<file path="config.mk">
export PLATFORM = sky130hd
export DESIGN_NAME = max_pool
export DESIGN_NICKNAME = d
export VERILOG_FILES = /design/src/rtl/max_pool.sv
export SDC_FILE = /design/constraint.sdc
export NUM_CORES = 1
export LEC_CHECK = 0
export BUFFER_PORTS_ARGS = -buffer_cell sky130_fd_sc_hd__buf_2
export CAP_MARGIN = 0
export CORE_MARGIN = 3
export CORE_UTILIZATION = 50
export CTS_CLUSTER_DIAMETER = 150
export CTS_CLUSTER_SIZE = 16
export DETAILED_ROUTE_END_ITERATION = 10
export PLACE_DENSITY = 0.7
export SYNTH_ARGS = -nofsm -noshare
export SYNTH_HDL_FRONTEND = slang
export SYNTH_SLANG_ARGS = --single-unit
export TNS_END_PERCENT = 30
</file>
<file path="constraint.sdc">
create_clock -name clk_i -period 6 [get_ports clk_i]
set_input_delay 1.8 -clock clk_i [delete_from_list [all_inputs] [get_ports clk_i]]
set_output_delay 1.8 -clock clk_i [all_outputs]
set_load 0.03 [all_outputs]
</file>
<file path="src/rtl/max_pool.sv">
`default_nettype none
// ============================================================================
// Module   : max_pool
// Purpose  : Per-filter running signed maximum over POOL_LEN frame positions
//            of a time-major / filter-minor sample stream; emits one packed
//            vector of NUM_FILTERS values per pooling window.
// Revision : 1.0 - initial release
// ============================================================================
module max_pool #(
  parameter int BW          = 8,
  parameter int NUM_FILTERS = 8,
  parameter int POOL_LEN    = 2
) (
  input  logic                          clk_i,
  input  logic                          rst_i,
  input  logic signed [BW-1:0]          data_i,
  input  logic                          valid_i,
  input  logic                          last_i,
  output logic                          ready_o,
  output logic [NUM_FILTERS*BW-1:0]     data_o,
  output logic                          valid_o,
  output logic                          last_o,
  input  logic                          ready_i
);

  // Counter widths stay at least one bit so degenerate sizes still elaborate.
  localparam int FW = (NUM_FILTERS > 1) ? $clog2(NUM_FILTERS) : 1;
  localparam int PW = (POOL_LEN > 1) ? $clog2(POOL_LEN) : 1;

  logic [FW-1:0]              filt_cnt;
  logic [PW-1:0]              pool_cnt;
  logic signed [BW-1:0]       max_q [NUM_FILTERS];
  logic signed [BW-1:0]       cur_max;
  logic signed [BW-1:0]       new_val;
  logic [NUM_FILTERS*BW-1:0]  pool_vec;
  logic                       accept;
  logic                       filt_last;
  logic                       pool_last;
  logic                       flush;

  // No skid buffer: the input is stalled only while an unread vector is held.
  assign ready_o   = !valid_o || ready_i;
  assign accept    = valid_i && ready_o;
  assign filt_last = (filt_cnt == FW'(NUM_FILTERS - 1));
  assign pool_last = (pool_cnt == PW'(POOL_LEN - 1));
  // last_i always closes the window, even mid-position (stale elements remain).
  assign flush     = accept && (last_i || (filt_last && pool_last));

  // Running max of the filter currently being presented.
  always_comb begin
    cur_max = max_q[0];
    for (int f = 0; f < NUM_FILTERS; f++) begin
      if (filt_cnt == FW'(f)) cur_max = max_q[f];
    end
  end

  // First position of a window loads outright; later ones take the signed max.
  assign new_val = (pool_cnt == '0) ? data_i
                 : ((cur_max > data_i) ? cur_max : data_i);

  // Outgoing vector: stored maxima with the in-flight sample merged in.
  always_comb begin
    pool_vec = '0;
    for (int f = 0; f < NUM_FILTERS; f++) begin
      pool_vec[f*BW +: BW] = (filt_cnt == FW'(f)) ? new_val : max_q[f];
    end
  end

  // Running-max registers, one per filter, updated on accept.
  always_ff @(posedge clk_i or posedge rst_i) begin
    if (rst_i) begin
      for (int f = 0; f < NUM_FILTERS; f++) max_q[f] <= '0;
    end else if (accept) begin
      for (int f = 0; f < NUM_FILTERS; f++) begin
        if (filt_cnt == FW'(f)) max_q[f] <= new_val;
      end
    end
  end

  // Filter / window position counters; a flush restarts both.
  always_ff @(posedge clk_i or posedge rst_i) begin
    if (rst_i) begin
      filt_cnt <= '0;
      pool_cnt <= '0;
    end else if (flush) begin
      filt_cnt <= '0;
      pool_cnt <= '0;
    end else if (accept) begin
      if (filt_last) begin
        filt_cnt <= '0;
        pool_cnt <= pool_cnt + PW'(1);
      end else begin
        filt_cnt <= filt_cnt + FW'(1);
      end
    end
  end

  // Output register: loads on window completion, holds until consumed.
  always_ff @(posedge clk_i or posedge rst_i) begin
    if (rst_i) begin
      data_o  <= '0;
      valid_o <= 1'b0;
      last_o  <= 1'b0;
    end else if (flush) begin
      data_o  <= pool_vec;
      valid_o <= 1'b1;
      last_o  <= last_i;
    end else if (ready_i) begin
      valid_o <= 1'b0;
    end
  end

endmodule
`default_nettype wire

</file>
==> out/qor.yml <==
grt:
  grt_max_degree: 71
  grt_overflow: 0
  grt.total_usage_pct: 28.7
  grt_pass1_wl_um: 35000
  grt_pass1_vias: 6061
  grt_antenna_before_repair: 0
clock_tree:
  cts-root-buf: "clkbuf_16"
  ctsHoldBuffers: 0
  clock_latency_ps: 420
  clkTransAtPathRegs_ps: 60
  numCtsBuffers: 17
  clock_sinks: 134
  cts_setup_buffers: 0
  cts_max_level: 4
  cts_tree: "yes"
  cts.repair.resized: 0
  cts_buffer_depth: 2
yosys:
  synthTopCellsByArea: "dfrtp_1 (48%), a31oi_1 (8.2%), or3_1 (6.3%), o21ai_0 (5.5%), nor2_1 (4.4%)"
  syn_inst: 735
  yosysMostFrequentCell: "dfrtp_1"
  synth_xor_area_share_pct: 0
  synth_largest_area_cell: "dfrtp_1"
  synth_seq_cells: 134
  syn_nets: 762
  syn_area_per_cell_um2: 9.53
  netlist_area_um2: 7010
  synth_common_cells: "dfrtp_1 (134), a31oi_1 (92), nor2_1 (82)"
  synth_edf_count: 0
  async_flop_share_pct: 100
  seq_area_frac_synth_pct: 47.9
  synth_flop_cell: "dfrtp_1"
  synth_top_family_by_area: "compound AO/OA/AOI/OAI gates"
  yosys_warnings: 0
  synth_top_area_share_pct: 47.9
  synth-compound-area-share_pct: 26.5
  synth_cell_type_count: 44
  synth_mux_area_share_pct: 0
  synthAdderAreaFrac_pct: 2.50
  synthSimpleGateAreaFrac_pct: 17.6
layout:
  ff_latch_area_um2: 3350
  areaGrowthSynthToFinish_pct: 12.7
  num-fill-cells: 1163
  n_antenna_cell: 0
  layout-drive-gt1-share_pct: 20.7
  layout.nets: 793
  multi_input_area_um2: 3280
  final_util_pct: 58.7
timing:
  clock.fmax_ghz: 0.194
  fin_skew_ps: 7.27
  rsz0062_at_grt: "false"
  slew_viol_final: 0
  hold_violations: 0
  max-slew-margin-rel_pct: 17.0
  min_period_ps: 5160
  fin_setup_tns_ps: 0
  timing.hold.ws_ps: 502
  fin_crit_sh_pct: 86.0
  tightest_slew_ps: 1240
  finalSetupViolations: 0
min_path:
  min_path_type: "flop to flop"
flow_run:
  cap_viol_max_count: 0
power:
  peakVddDrop_mv: 0.313
  power.leakage_nw: 3.21
  power-per-cell-area_nw_per_um2: 514
route:
  vias: 6311
  drtAntennaViolNets: 0
  drt-initial-drc-count: 718
  vias_per_cell: 6.63
  wl_per_cell_um: 23.6
  drc: 0
  finalWirelength_um: 22500
  first_pass_iters: 7
critical_path:
  path_class: "flop to flop"
  required_ps: 6230
  timing.rr.end: "max_q[33]"
  critPathLaunch: "filt_cnt[2]"
  critPathCaptureType: "flop"
  crit_path_max_fanout: 28
  r2r_start: "filt_cnt[2]"
  cp-endpoint: "max_q[33]"
  worst-r2r-cell-count: 10
  crit_arrival_ps: 5390
  reg2reg_slack_ps: 840
  startpoint_type: "flop"
placement:
  gp_congestion: 1.01
  port_buffers: 79
  dp_hpwl_um: 14600
floorplan:
  core_um2: 13500
  die_w_um: 124
  initial_core_util_pct: 52.1
  dieArea_um2: 15500
  ios: 80
  die_h_um: 124
  placementRows: 42
run_status:
  outcome: "complete, no violations"
==> worst max-delay path, stage by stage, from the launching register on <==
cell and delay [ps]:
dfrtp_1 760, inv_1 140, ha_1 520, or4_1 750, a21oi_1 220, o31ai_2 90, and2_1 180, ha_1 300
nor3b_2 860, or3_1 910, a31oi_2 220
==> metrics by stage <==
stage               area [um2]  setup WS, ps  total power [mW]  cells
floorplan                 7010           617              2.58    735
global placement          7350          1140              2.99    923
detailed placement        7350           962              3.04    923
CTS                       7900           898              4.04    952
global route              7900           574              4.25    952
finish                    7900           843              4.06    952
==> sequential cells by signal, summed over array words and instances, names as in the netlist <==
| register | flops |
|---|---|
| data_o | 64 |
| max_q | 64 |
| filt_cnt | 3 |
| last_o | 1 |
| pool_cnt | 1 |
| valid_o | 1 |
==> worst min-delay path by stage <==
stage              start         to  slack, ps  cells past startpoint
2_1_floorplan  max_q[32]  max_q[32]        530                      2
3_3_place_gp      last_o     last_o        480                      1
3_5_place_dp      last_o     last_o        490                      1
4_1_cts           last_o     last_o        500                      1
5_1_grt           last_o     last_o        540                      1
6_report          last_o     last_o        500                      1
==> report_power, final <==
group	switching [mW]	internal, mW	total, mW
Sequential	0.295	1.28	1.58
Clock	0.373	0.626	0.999
Combinational	0.939	0.541	1.48
==> kinds of logic (layout without fill, tap and decap cells) <==
family / Yosys count / in the layout
adder cells (fa/ha/maj): 14 / 14
AND/OR/NAND/NOR: 231 / 231
flip-flops: 134 / 134
buffers and inverters: 86 / 127
AO/OA/AOI/OAI: 270 / 270
==> layout by cell type (no fill, tap or decap), types with 3 or more instances in the layout <==
master     count
a21o_1         8
a21oi_1       27
a22oi_1        8
a31oi_1       92
a31oi_2       20
a41oi_1       17
and2_0         3
and2_1         8
and3_1         5
buf_2         79
buf_4          8
clkbuf_1       6
clkbuf_16     17
dfrtp_1      134
ha_1          14
inv_1         10
nand2_1       18
nand2b_1      16
nor2_1        81
nor2b_1        5
o211ai_2       8
o21ai_0       77
o31ai_2        8
or3_1         71
or3b_2         8
==> cell type report <==
| cell class | count | share of cell area (%) |
|---|---|---|
| clock inverters | 4 | 0.919 |
| clock buffers | 25 | 6.02 |
| repair buffers | 87 | 5.77 |
| multi-input cells | 515 | 41.5 |
| well taps | 176 | 2.79 |
| flip-flops and latches | 134 | 42.5 |
| inverters | 11 | 0.555 |
==> metal layers <==
metal  GRT usage, %  up-vias  routed length (um)
li1               -     2765                   -
met1           38.7     3122                9290
met2           44.8      373               10600
met3           7.93       51                1920
met4           10.1        0                 632
met5              0        -                   0
Power figures use the tool's default switching activity.
